## src/rtl/exu_wbck_arb.sv

```systemverilog
// Write-back arbiter: picks the buffered long-pipe result (older) or the ALU result and registers it
// onto the regfile write port. Define E203_WBCK_FWD_EN to forward output-stage data to issue.

`ifndef E203_XLEN
`define E203_XLEN 32
`endif
`ifndef E203_RFIDX_WIDTH
`define E203_RFIDX_WIDTH 5
`endif

module exu_wbck_arb #(
    parameter int unsigned LBUF_DEPTH = 2
) (
    input  logic                          clk,
    input  logic                          rst_n,

    input  logic                          alu_wbck_i_valid,
    output logic                          alu_wbck_i_ready,
    input  logic [`E203_RFIDX_WIDTH-1:0]  alu_wbck_i_rdidx,
    input  logic [`E203_XLEN-1:0]         alu_wbck_i_wdat,

    input  logic                          longp_wbck_i_valid,
    output logic                          longp_wbck_i_ready,
    input  logic [`E203_RFIDX_WIDTH-1:0]  longp_wbck_i_rdidx,
    input  logic [`E203_XLEN-1:0]         longp_wbck_i_wdat,

    output logic                          wbck_dest_wen,
    output logic [`E203_RFIDX_WIDTH-1:0]  wbck_dest_idx,
    output logic [`E203_XLEN-1:0]         wbck_dest_dat,

    input  logic [`E203_RFIDX_WIDTH-1:0]  read_src1_idx,
    input  logic [`E203_RFIDX_WIDTH-1:0]  read_src2_idx,
    output logic                          src1_pend,
    output logic                          src2_pend,
    output logic                          fwd_src1_vld,
    output logic                          fwd_src2_vld,
    output logic [`E203_XLEN-1:0]         fwd_dat
);

    localparam int unsigned IW    = `E203_RFIDX_WIDTH;
    localparam int unsigned XW    = `E203_XLEN;
    localparam int unsigned PTR_W = $clog2(LBUF_DEPTH);
    localparam int unsigned CNT_W = PTR_W + 1;

    logic [IW-1:0]    buf_idx [LBUF_DEPTH];
    logic [XW-1:0]    buf_dat [LBUF_DEPTH];
    logic [PTR_W-1:0] wptr, rptr;
    logic [CNT_W-1:0] cnt;

    logic fifo_empty, fifo_full, push, pop, alu_hs;
    logic [LBUF_DEPTH-1:0] ent_vld;

    assign fifo_empty         = (cnt == '0);
    assign fifo_full          = (cnt == CNT_W'(LBUF_DEPTH));
    assign longp_wbck_i_ready = !fifo_full;
    assign alu_wbck_i_ready   = fifo_empty;
    assign push               = longp_wbck_i_valid && longp_wbck_i_ready;
    assign pop                = !fifo_empty;
    assign alu_hs             = alu_wbck_i_valid && alu_wbck_i_ready;

    always_ff @(posedge clk or negedge rst_n) begin
        if (!rst_n) begin
            wptr <= '0;
            rptr <= '0;
            cnt  <= '0;
        end else begin
            if (push) wptr <= wptr + 1'b1;
            if (pop)  rptr <= rptr + 1'b1;
            if (push && !pop)      cnt <= cnt + 1'b1;
            else if (pop && !push) cnt <= cnt - 1'b1;
        end
    end

    always_ff @(posedge clk) begin
        if (push) begin
            buf_idx[wptr] <= longp_wbck_i_rdidx;
            buf_dat[wptr] <= longp_wbck_i_wdat;
        end
    end

    // Output stage: FIFO head has priority; idx/dat hold when no winner.
    always_ff @(posedge clk or negedge rst_n) begin
        if (!rst_n) begin
            wbck_dest_wen <= 1'b0;
            wbck_dest_idx <= '0;
            wbck_dest_dat <= '0;
        end else begin
            wbck_dest_wen <= pop || alu_hs;
            if (pop) begin
                wbck_dest_idx <= buf_idx[rptr];
                wbck_dest_dat <= buf_dat[rptr];
            end else if (alu_hs) begin
                wbck_dest_idx <= alu_wbck_i_rdidx;
                wbck_dest_dat <= alu_wbck_i_wdat;
            end
        end
    end

    // An entry is live when its distance from the read pointer is below the count.
    always_comb begin
        ent_vld = '0;
        for (int unsigned i = 0; i < LBUF_DEPTH; i++) begin
            ent_vld[i] = ({1'b0, PTR_W'(i) - rptr} < cnt);
        end
    end

    logic fifo_hit1, fifo_hit2, out_hit1, out_hit2;

    always_comb begin
        fifo_hit1 = 1'b0;
        fifo_hit2 = 1'b0;
        for (int unsigned i = 0; i < LBUF_DEPTH; i++) begin
            if (ent_vld[i] && (buf_idx[i] == read_src1_idx)) fifo_hit1 = 1'b1;
            if (ent_vld[i] && (buf_idx[i] == read_src2_idx)) fifo_hit2 = 1'b1;
        end
        fifo_hit1 = fifo_hit1 && (read_src1_idx != '0);
        fifo_hit2 = fifo_hit2 && (read_src2_idx != '0);
    end

    assign out_hit1 = wbck_dest_wen && (read_src1_idx != '0) && (wbck_dest_idx == read_src1_idx);
    assign out_hit2 = wbck_dest_wen && (read_src2_idx != '0) && (wbck_dest_idx == read_src2_idx);

`ifdef E203_WBCK_FWD_EN
    // A younger write still in the FIFO makes the staged value stale.
    assign src1_pend    = fifo_hit1;
    assign src2_pend    = fifo_hit2;
    assign fwd_src1_vld = out_hit1 && !fifo_hit1;
    assign fwd_src2_vld = out_hit2 && !fifo_hit2;
    assign fwd_dat      = wbck_dest_dat;
`else
    assign src1_pend    = fifo_hit1 || out_hit1;
    assign src2_pend    = fifo_hit2 || out_hit2;
    assign fwd_src1_vld = 1'b0;
    assign fwd_src2_vld = 1'b0;
    assign fwd_dat      = '0;
`endif

endmodule
```

## config.mk

```make
export PLATFORM = sky130hd
export DESIGN_NAME = exu_wbck_arb
export DESIGN_NICKNAME = d
export VERILOG_FILES = /design/src/rtl/exu_wbck_arb.sv
export SDC_FILE = /design/constraint.sdc
export NUM_CORES = 1
export LEC_CHECK = 0
export CORE_MARGIN = 4
export CORE_UTILIZATION = 47
export CTS_CLUSTER_SIZE = 12
export DETAILED_ROUTE_END_ITERATION = 10
export PLACE_DENSITY_LB_ADDON = 0.12
export SLEW_MARGIN = 20
export SYNTH_ARGS = -nofsm -noshare
export SYNTH_HDL_FRONTEND = slang
export SYNTH_SLANG_ARGS = --single-unit
```

## constraint.sdc

```tcl
create_clock -name clk -period 3.5 [get_ports clk]
set_input_delay 0.7 -clock clk [delete_from_list [all_inputs] [get_ports clk]]
set_output_delay 0.7 -clock clk [all_outputs]
set_load 0.05 [all_outputs]
```

Word level (Yosys, flattened, before mapping)
Memory sizes are Yosys's and may differ from the RTL's.
Cells that the tools add are included.

word-level totals
  input port bits = 88
  output and inout port bits = 76
  RAM bits = 74
  memories kept = 2
  bits in registers = 42

memories
  name     depth  bits a word  rd ports  clocked after Yosys merged registers in  write ports  RTL line  source
  buf_dat  2      32           1         0                                        1            46        logic [XW-1:0] buf_dat [LBUF_DEPTH];
  buf_idx  2      5            3         0                                        1            45        logic [IW-1:0] buf_idx [LBUF_DEPTH];

operators by class
  magnitude comparators = 2
  eq/ne operators = 8
  add/subtract/negate cells = 6
  reductions and logical operators = 24
  mux-type cells = 12

operator list
  kind                                                    number
  2-to-1 mux 32 bit                                       2
  == test 5 bit                                           6
  logical AND 1 bit                                       14
  2-to-1 mux 5 bit                                        2
  nonzero test 5 bit                                      2
  2-to-1 mux 1 bit                                        6
  < comparator 1 x 2 -> 1 bit                             2
  2-to-1 mux 2 bit                                        2
  logical NOT 1 bit                                       3
  logical OR 1 bit                                        3
  adder 1 bit (second input constant)                     2
  adder 2 x 1 -> 2 bit (second input constant)            1
  == test 2 bit (second input constant)                   1
  logical NOT 2 bit                                       1
  inequality test 2 x 1 -> 1 bit (second input constant)  1
  nonzero test 2 bit                                      1
  subtractor 1 bit (first input constant)                 2
  subtractor 2 x 1 -> 2 bit (second input constant)       1

Logic depth before layout (Yosys ltp)
Gate-level depths: netlist (run 1).

  depth in word-level cells = 7
  mapped depth = 8
  gate-level depth less buffers = 7

Worst setup path before layout (run 1)
Ideal clock, no wire load.

  path type = reg-to-reg
  from = reg cnt[0]
  to = mem buf_dat[0][0] (netlist name), enable pin
  setup slack = 0.279 ns
  clock period less this slack = 3.221 ns
  data arrival time = 2.790 ns
  stages on the path, launching flop included = 5
  cells stage by stage = dfrtp_1 clkbuf_1 nand2b_1 nand2_1 nor2_1

between the ends
  cells in the longest elaborated chain, start to end = 5

RTL lines
  element                                 RTL line  source
  start, declared                         48        logic [CNT_W-1:0] cnt;
  start signal, assigned                  69        if (push && !pop) cnt <= cnt + 1'b1;
  start signal, assigned                  70        else if (pop && !push) cnt <= cnt - 1'b1;
  == test 2 bit                           54        assign fifo_full = (cnt == CNT_W'(LBUF_DEPTH));
  logical NOT 1 bit                       55        assign longp_wbck_i_ready = !fifo_full;
  via longp_wbck_i_ready                  23        output logic longp_wbck_i_ready,
  logical AND 1 bit                       57        assign push = longp_wbck_i_valid && longp_wbck_i_ready;
  2-to-1 mux 1 bit                        75        if (push) begin
  2-to-1 mux 1 bit (not written as such)  77        buf_dat[wptr] <= longp_wbck_i_wdat;
  end, declared                           46

The timed path passes the listed nets, and every way through them passes these cells.

Worst setup path after layout (run 1)
  from = in read_src1_idx[1]
  to = out src1_pend

between the ends
  cells in the longest elaborated chain, start to end = 6
  elaborated cells on any way between the ends = 12
  classes of those cells = eq/ne: 3; mux: 2; reduce/logical: 7

RTL lines
  element                         RTL line  source
  start, declared                 31        input logic [`E203_RFIDX_WIDTH-1:0] read_src1_idx,
  == test 5 bit                   113       if (ent_vld[i] && (buf_idx[i] == read_src1_idx)) fifo_hit1 = 1'b1;
  logical AND 1 bit               113
  2-to-1 mux 1 bit (2 in series)  113
  logical AND 1 bit               116       fifo_hit1 = fifo_hit1 && (read_src1_idx != '0);
  logical OR 1 bit (*)            131       assign src1_pend = fifo_hit1 || out_hit1;
  end, declared                   33        output logic src1_pend,

Mark *: on every way between the ends. The rest lies on a longest branch, timed or not.

==> results of run 1 <==
[layout by cell type, fill, tap and decap left out, drive strengths merged, types with 10 or more instances in the layout]
| cell | n |
|---|---|
| clkdlybuf4s50 | 125 |
| edfxtp | 74 |
| dfrtp | 42 |
| nor2b | 38 |
| mux2i | 37 |
| a211oi | 37 |
| a21oi | 37 |
| conb | 34 |
| xnor2 | 25 |
| clkbuf | 19 |
| buf | 11 |
| xor2 | 10 |
[worst max-delay path by stage]
stage	to	slack, ps	depth (start not counted)
after global routing	src1_pend	170	6
after detailed placement	src1_pend	240	6
after CTS	src1_pend	240	6
after global placement	src1_pend	280	6
after floorplan	buf_dat[0][0]	280	4
final	src1_pend	240	6
[kinds of logic (layout without fill, tap and decap cells)]
logic type	count (synthesis)	after routing	synth area share
AO/OA/AOI/OAI	79	79	0.0963
XOR/XNOR	35	35	0.0591
adder cells (fa/ha/maj)	1	1	0.00241
buffers and inverters	56	169	0.0673
flip-flops	116	116	0.631
multiplexers	37	37	0.0714
other	1	34	0.000723
AND/OR/NAND/NOR	60	60	0.0714
[per-stage QoR]
stage	power, W	setup WS [ps]	cell area, µm²
after detailed placement	0.00507	241	6500
final	0.00679	243	7110
after floorplan	0.00415	279	5310
after CTS	0.00687	239	7110
after global placement	0.00501	284	6500
after global routing	0.00715	170	7110
[metal layers]
layer	share of wire	vias up	global-route usage
met1	0.42	1625	0.228
met2	0.50	120	0.305
met4	0.010	0	0.0553
met5	0	-	0
li1	-	1621	-
met3	0.075	10	0.0642
[cell type report]
cell class	count	area share
multi-input cells	246	0.239
clock buffers	19	0.0607
clock inverters	13	0.0257
well taps	140	0.0246
inverters	1	0.000528
repair buffers	136	0.189
flip-flops and latches	116	0.460
[state kept, by name, indices dropped and copies added, names as in the netlist]
name	cells
buf_dat	64
buf_idx	10
cnt	2
rptr	1
wbck_dest_dat	32
wbck_dest_idx	5
wbck_dest_wen	1
wptr	1
[report_power, final]
group / internal (W) / leakage [nW] / switching (W) / total, W
clock network: 0.00117 / 0.290 / 0.000600 / 0.00177
registers: 0.00196 / 1.17 / 0.000256 / 0.00222
logic: 0.000968 / 1.23 / 0.00184 / 0.00281
total: 0.00410 / 2.69 / 0.00269 / 0.00679
[worst max-delay path: stages]
cell and delay (ps):
clkdlybuf4s50_1 520, or4_4 600, nor2_4 110, nor4_1 60, or3_1 370, buf_4 200
==> out/results.tsv, run 1 <==
metric	value	unit
grt_pass1_wl	18200	µm
fin_crit	3260	ps
yosys_warnings	0	
ir_drop	0.000536	V
initialDrtViolationCount	114	
worstSetupStartpointType	input pin	
drt-total-wl	11300	µm
cts_buffers	17	
htree_num_levels	4	
final_max_slew_viol_count	0	
critPathArrivalTime	2560	ps
finalSetupViolCount	0	
register_area	3270	µm²
die_w	113	µm
slew_headroom	0.457	
die_h	113	µm
netlist_top_cells_area	edfxtp_1 43%, dfrtp_1 20%, mux2i_1 7.1%, a211oi_1 5.4%, buf_4 4.9%	
async_flop_share	0.362	
dp_hpwl	7620	µm
power_density	955	nW/µm²
postCtsHoldBufs	0	
postRouteAntennaNets	0	
cp-startpoint	read_src1_idx[1]	
dr.pass1.iters	4	
fin_cells	671	
critical_path_required	2800	ps
finalWeightedCongestion	0.796	
cts_tree	done	
place.port_buffers	129	
finalSetupTns	0	ps
fill_cells	819	
drive_above_1_share	0.0904	
via_per_inst	5.03	
r2r-end	cnt[1]	
multi_input_area	1700	µm²
synth.distinct_cells	31	
syn_to_final_growth	37.2	%
initial_utilization	0.478	
grt_max_degree	77	
clockBufferDepth	2	
finClkSkew	7.84	ps
grt.total_usage	0.184	
clk_pin_slew_worst_paths	60	ps
ctsResizeCount	0	
yosysTopAreaCell	edfxtp_1	
min_period_over_period	0.931	
coreArea	10800	µm²
ys_top_cells_by_count	74 x edfxtp_1, 42 x dfrtp_1, 38 x nor2b_1	
clock_latency	500	ps
r2r_start	cnt[0]	
worstPathMaxFanout	4	
grt_pass1_vias	3575	
antenna_found_initial	0	
fmax	307	MHz
num_io_pins	164	
synth_edf_count	74	
yosysSeqAreaShare	0.631	
syn_area	5180	µm²
maxCapViolCount	0	
avgSynthCellArea	13.5	µm²
hold_class	input pin to asynchronous set/reset pin	
fin_hold_ws	198	ps
rows	38	
dp.cells	639	
final_nets	607	
die_area	12800	µm²
cts-root-buf	clkbuf_8	
synth_top_area_share	0.429	
end_kind	output pin	
synth_most_common_cell	edfxtp_1	
status	complete, no violations	
final_util	0.656	
drc	0	
rsz0062_at_grt	false	
worst_slew_pin_slew	814	ps
via_count	3376	
ys.flop_type	edfxtp_1	
antenna_cells	0	
leakagePower	2.69	nW
path_class	input pin to output pin	
hold_viol_final	0	
syn_inst	385	
grt_overflow	0	
r2r_cells	6	
synth-seq-cells	116	
clock-sinks	116	
postCtsSetupBuffers	0	
r2r_slack	1360	ps
wl_per_cell	16.9	µm
(Power assumes the default switching activity.)
==> run 2: changes to the inputs <==
- ABC_AREA: default -> 1
- CORE_MARGIN: 4 -> 2
- CORE_UTILIZATION: 47 -> 48
==> run 2 against run 1 <==
  * First-iteration DRC count rose by 130%
  * Final area is 4.9% higher
  * Final cell count up 24%
  * Highest routed layer unchanged
  * Critical path type unchanged
  * Combinational power rose by 22%
  * Clock power decreased by 3%
  * Setup slack better by 440 ps
  * Sequential power is essentially flat
  * Total power rose by 8.1%
  * Clock-buffer cell count decreased by 1
  * Utilization down 0.24 points
  * Global-route usage increased by 2.8 points
  * Clock skew is 4.7 ps higher
==> out/results.tsv, run 2 <==
metric	value	unit	change
hold_viol_final	0		unchanged
drive_above_1_share	0.142		+0.0514
synth.distinct_cells	26		-16%
postCtsHoldBufs	0		unchanged
critPathArrivalTime	2120	ps	-440 ps
grt_pass1_wl	20600	µm	+13%
finalSetupViolCount	0		unchanged
wl_met3	719	µm	-15%
worstPathMaxFanout	5		+1
path_class	input pin to output pin		
final_nets	767		+26%
postRouteAntennaNets	0		unchanged
async_flop_share	0.362		unchanged
initialDrtViolationCount	264		+130%
leakagePower	3.26	nW	+21%
clock-sinks	116		unchanged
top_layer_used	met4		
grt_max_degree	76		-1.3%
ys.flop_type	edfxtp_1		
coreArea	11400	µm²	+5.3%
fin_crit	2820	ps	-438 ps
drc	0		unchanged
finalSetupTns	0	ps	unchanged
ir_drop	0.000526	V	-1.7%
r2r_start	rptr		
dr.pass1.iters	4		unchanged
fill_cells	917		+12%
htree_num_levels	4		unchanged
critical_path_required	2800	ps	about the same
finalWeightedCongestion	0.908		+14%
avgSynthCellArea	10.2	µm²	-24%
grt.total_usage	0.212		+0.0278
cts_buffers	17		unchanged
grt_overflow	0		unchanged
cp_slowest_stage_delay	570	ps	-30 ps
power_density	984	nW/µm²	+3.0%
syn_to_final_growth	32.7	%	
largestRegisters	buf_dat: 64 flops, wbck_dest_dat: 32 flops, buf_idx: 10 flops		
antenna_found_initial	0		unchanged
status	complete, no violations		
yosysSeqAreaShare	0.582		-0.0493
die_w	112	µm	-0.69%
fmax	355	MHz	+16%
worst_slew_pin_slew	979	ps	+165 ps
netlist_top_cells_area	edfxtp_1 40%, dfrtp_1 19%, nand2_1 11%, o211ai_2 6.7%, buf_4 4.7%		
syn_inst	550		+43%
clock_latency	410	ps	-90 ps
synth_edf_count	74		unchanged
postCtsSetupBuffers	0		unchanged
final_common_cell	nand2_1		
grt_pass1_vias	4093		+14%
maxCapViolCount	0		unchanged
ctsResizeCount	0		unchanged
wl_per_cell	15.3	µm	-9.2%
min_period_over_period	0.805		-0.125
clockBufferDepth	2		unchanged
met2_length	6300	µm	+12%
num_io_pins	164		unchanged
via_per_inst	4.96		-1.3%
crit_family	buffers and inverters		
crit_buf_inv	3		+1
dp.cells	802		+26%
end_kind	output pin		
cp-startpoint	read_src1_idx[1]		
fin_cells	834		+24%
largest_register_ffs	64		unchanged
cp_common_cell	nand2_1		
die_h	112	µm	-0.69%
synth_top_area_share	0.395		-0.0335
clk_pin_slew_worst_paths	60	ps	about the same
synth-seq-cells	116		unchanged
yosys_warnings	0		unchanged
crit_chain	clkdlybuf4s50_1 > inv_1 > nand2_1 > nand2_1 > nor2_1 > nand3_1 > nand2_1 > nand2_1 > nand2_1 > buf_4		
antenna_cells	0		unchanged
hold_class	input pin to asynchronous set/reset pin		
slew_headroom	0.347		-0.110
worstSetupStartpointType	input pin		
synth_most_common_cell	nand2_1		
via_count	4140		+23%
cts-root-buf	clkbuf_16		
initial_utilization	0.493		+0.0142
finClkSkew	12.6	ps	+4.73 ps
yosysTopAreaCell	edfxtp_1		
dp_hpwl	8460	µm	+11%
rows	39		+2.6%
cpMaxStageDelayCell	clkdlybuf4s50_1		
drt-total-wl	12800	µm	+13%
syn_area	5620	µm²	+8.5%
final_max_slew_viol_count	0		unchanged
ys_top_cells_by_count	158 x nand2_1, 74 x edfxtp_1, 56 x inv_1		
wl_met1	5530	µm	+17%
cts_tree	done		
die_area	12600	µm²	-1.4%
mostFrequentLayoutCells	158 x nand2_1, 126 x clkdlybuf4s50_1, 74 x edfxtp_1		
place.port_buffers	129		unchanged
top_register	buf_dat		
rsz0062_at_grt	false		
-- run 2: metal layers --
layer,up-vias,GRT usage
li1,2028,-
met1,1961,0.268
met2,135,0.349
met3,16,0.0578
met4,0,0.0797
met5,-,0
-- run 2: cells by family (layout without fill, tap and decap cells) --
| family | Yosys count | count (layout) | synth area share |
|---|---|---|---|
| flops | 116 | 116 | 0.582 |
| buf+inv | 121 | 229 | 0.114 |
| xor+xnor | 4 | 4 | 0.00623 |
| simple gates | 224 | 224 | 0.163 |
| compound gates | 83 | 83 | 0.132 |
| other cells | 1 | 34 | 0.000667 |
| fa+ha+maj | 1 | 1 | 0.00222 |
-- run 2: worst register-to-register path, cell delays in order (launching register included) --
cell and delay (ps):
dfrtp_1 620, buf_4 450, inv_2 370, nand2_1 160, nand3_1 140, o211ai_2 140
o21ai_1 80
-- run 2: report_power, final --
part           internal [W]  switching (W)  leakage [nW]
Combinational       0.00115        0.00228          1.80
Clock               0.00111       0.000610         0.280
Sequential          0.00196       0.000241          1.18
-- run 2: cell type report --
cell class | count | area, µm² | share of cell area
clock buffers | 18 | 429 | 0.0575
well taps | 143 | 179 | 0.0240
inverters | 63 | 236 | 0.0317
repair buffers | 134 | 1330 | 0.179
clock inverters | 14 | 161 | 0.0216
flip-flops and latches | 116 | 3270 | 0.438
multi-input cells | 346 | 1850 | 0.248
-- run 2: metrics by stage --
| step | hold slack [ps] | utilization | instance area [µm²] | setup WS [ps] | total power, W |
|---|---|---|---|---|---|
| after CTS | 524 | 0.654 | 7460 | 685 | 0.00742 |
| after floorplan | 404 | - | 5750 | 491 | 0.00471 |
| after detailed placement | 513 | 0.602 | 6870 | 692 | 0.00567 |
| after global placement | 512 | 0.602 | 6870 | 707 | 0.00562 |
| after global routing | 346 | 0.654 | 7470 | 554 | 0.00777 |
| final | 309 | 0.654 | 7470 | 681 | 0.00735 |
-- run 2: final timing paths --
path / slack (ps) / cells after the start / end
max: 680 / 10 / src1_pend
min: 310 / 1 / wbck_dest_dat[22]
max reg2reg: 1420 / 6 / wbck_dest_dat[13]
min reg2reg: 520 / 2 / wbck_dest_dat[6]
max in group asynchronous: 2770 / 1 / wbck_dest_dat[11]
min in group clk: 520 / 2 / wbck_dest_dat[6]
==> run 3: changes to the inputs <==
- CORE_UTILIZATION: 48 -> 43
- clock period: 3.5 -> 2.29 ns (I/O delays scaled with it)
==> run 3 against run 2 <==
  * Clock-buffer cell count shrank 1
  * Routed wire length fell by 0.41%
  * Clock skew decreased by 1.2 ps
  * Register-to-register slack worse by 1000 ps
  * Critical path type is now flip-flop to output pin
==> out/results.tsv, run 3 (synthesized netlist as in run 2, its figures left out) <==
metric	value	unit	change
maxCapViolCount	0		unchanged
grt_overflow	0		unchanged
pwr-share-comb	0.482		+0.016
worst_slew_pin_slew	611	ps	-369 ps
postCtsHoldBufs	0		unchanged
postRouteAntennaNets	0		unchanged
final_common_cell	nand2_1		
postCtsSetupBuffers	0		unchanged
power.internal	0.00636	W	+51%
clock-sinks	116		unchanged
grt.total_usage	0.187		-0.0246
hold_class	input pin to asynchronous set/reset pin		
final_max_slew_viol_count	0		unchanged
p_sw_frac	0.431		+0.00501
fill_cells	1081		+18%
cts_buffers	17		unchanged
min_period_over_period	0.941		
wl_per_cell	14.7	µm	-4.3%
pwr-share-seq	0.300		about the same
r2r_slack	380	ps	-1040 ps
clockBufferDepth	2		unchanged
place.port_buffers	129		unchanged
via_per_inst	4.80		-3.4%
cp-startpoint	rptr		
largest_register_ffs	64		unchanged
drive_above_1_share	0.151		+0.00904
r2r_start	cnt[0]		
die_w	118	µm	+5.5%
die_h	118	µm	+5.5%
r2r_cells	8		+2
r2r-end	cnt[1]		
rows	41		+5.1%
grt_max_degree	76		unchanged
p_sw	0.00481	W	+54%
antenna_cells	0		unchanged
critical_path_required	1830	ps	-970 ps
coreArea	12700	µm²	+11%
dr.pass1.iters	5		+1
power_density	1470	nW/µm²	+50%
path_class	flip-flop to output pin		
placed_area	7000	µm²	+1.9%
critPathArrivalTime	1700	ps	-420 ps
finalSetupViolCount	0		unchanged
antenna_found_initial	0		unchanged
rsz0062_at_grt	false		
fmax	464	MHz	
syn_to_final_growth	35.0	%	
clk_pin_slew_worst_paths	50	ps	about the same
largestRegisters	buf_dat: 64 flops, wbck_dest_dat: 32 flops, buf_idx: 10 flops		
dp_hpwl	8720	µm	+3.0%
ir_drop	0.00121	V	+130%
fin_total_pwr	0.0112	W	+52%
drc	0		unchanged
via_count	4164		+0.58%
slew_headroom	0.592		+0.245
top_register	buf_dat		
status	complete, no violations		
finalWeightedCongestion	0.949		+4.5%
num_io_pins	164		unchanged
die_area	14000	µm²	+11%
drt-total-wl	12700	µm	-0.41%
htree_num_levels	4		unchanged
fin_crit	2150	ps	
mostFrequentLayoutCells	158 x nand2_1, 114 x clkdlybuf4s50_1, 74 x edfxtp_1		
end_kind	output pin		
initialDrtViolationCount	270		+2.3%
grt_pass1_vias	4132		+0.95%
hold_viol_final	0		unchanged
initial_utilization	0.444		-0.0487
finClkSkew	11.4	ps	-1.16 ps
grt_pass1_wl	20700	µm	+0.23%
worstSetupStartpointType	flip-flop		
cts-root-buf	clkbuf_16		
stdcell_area	7590	µm²	+1.7%
leakagePower	3.35	nW	+3.0%
final_nets	772		+0.65%
worstPathMaxFanout	14		+9
cts_tree	done		
endpoint	src2_pend		
pwr-share-clk	0.218		-0.016
clock_latency	400	ps	about the same
==> run 3: cell count changes in the layout (fill, tap and decap cells not counted), moves of 2 or more <==
cell and delta:
clkinv_4 +2, dlygate4sd2_1 +3, inv_6 +2, bufinv_16 -2, clkdlybuf4s50_1 -12, clkinv_2 -3, buf_12 +6, dlymetal6s2s_1 +8
==> run 3: how the worst min path moves through the flow <==
stage,from,depth (start not counted),end
CTS,rst_n,2,wbck_dest_dat[24]
global route,rst_n,2,wbck_dest_dat[24]
detailed placement,wbck_dest_dat[0],2,wbck_dest_dat[0]
finish,rst_n,2,wbck_dest_dat[24]
floorplan,rst_n,0,cnt[0]
global placement,wbck_dest_dat[3],2,wbck_dest_dat[3]
==> run 3: worst max-delay path, cell delays in order (launching register included) <==
cell and delay (ps):
dfrtp_2 530, a21oi_1 150, nor2_1 160, nand3_1 100, nand2_1 70, nand2_1 50
nand2_1 100, buf_12 140
==> run 3: what timing repair did <==
| action | 4_1_cts | 5_1_grt |
|---|---|---|
| pin swaps | 0 | 0 |
| gates resized for setup | 3 | 8 |
| endpoints found under the setup margin | 2 | 2 |
==> run 3: final cells by class <==
class	instances	area, µm²	area share
sequential	116	3270	0.431
tap	172	215	0.0283
inverter	63	236	0.0311
timing repair buffer	139	1460	0.192
multi-input combinational	346	1850	0.244
clock inverter	15	133	0.0175
clock buffer	17	425	0.0560
==> run 3: stage by stage <==
| stage | TNS [ps] | util | setup WS (ps) | cells | hold slack (ps) |
|---|---|---|---|---|---|
| after floorplan | -9090 | - | -132 | 583 | 162 |
| after detailed placement | -41.6 | 0.552 | -41.6 | 835 | 518 |
| after CTS | 0 | 0.596 | 0.104 | 867 | 164 |
| after global placement | 0 | 0.552 | 24.3 | 835 | 513 |
| after global routing | 0 | 0.599 | 11.6 | 868 | 171 |
| final | 0 | 0.599 | 136 | 868 | 139 |
==> run 3: layer usage <==
layer,global-route usage,part of all wire,vias to the layer above
li1,-,-,2038
met1,0.229,0.43,1984
met2,0.320,0.50,128
met3,0.0512,0.057,14
met4,0.0587,0.014,0
met5,0,0,-
==> run 3: power by group through the flow <==
stage / registers, W / logic (W) / clock network, W
finish: 0.00335 / 0.00538 / 0.00244
CTS: 0.00336 / 0.00546 / 0.00250
global placement: 0.00337 / 0.00535 / 0
floorplan: 0.00452 / 0.00268 / 0
global route: 0.00342 / 0.00584 / 0.00259
detailed placement: 0.00339 / 0.00546 / 0
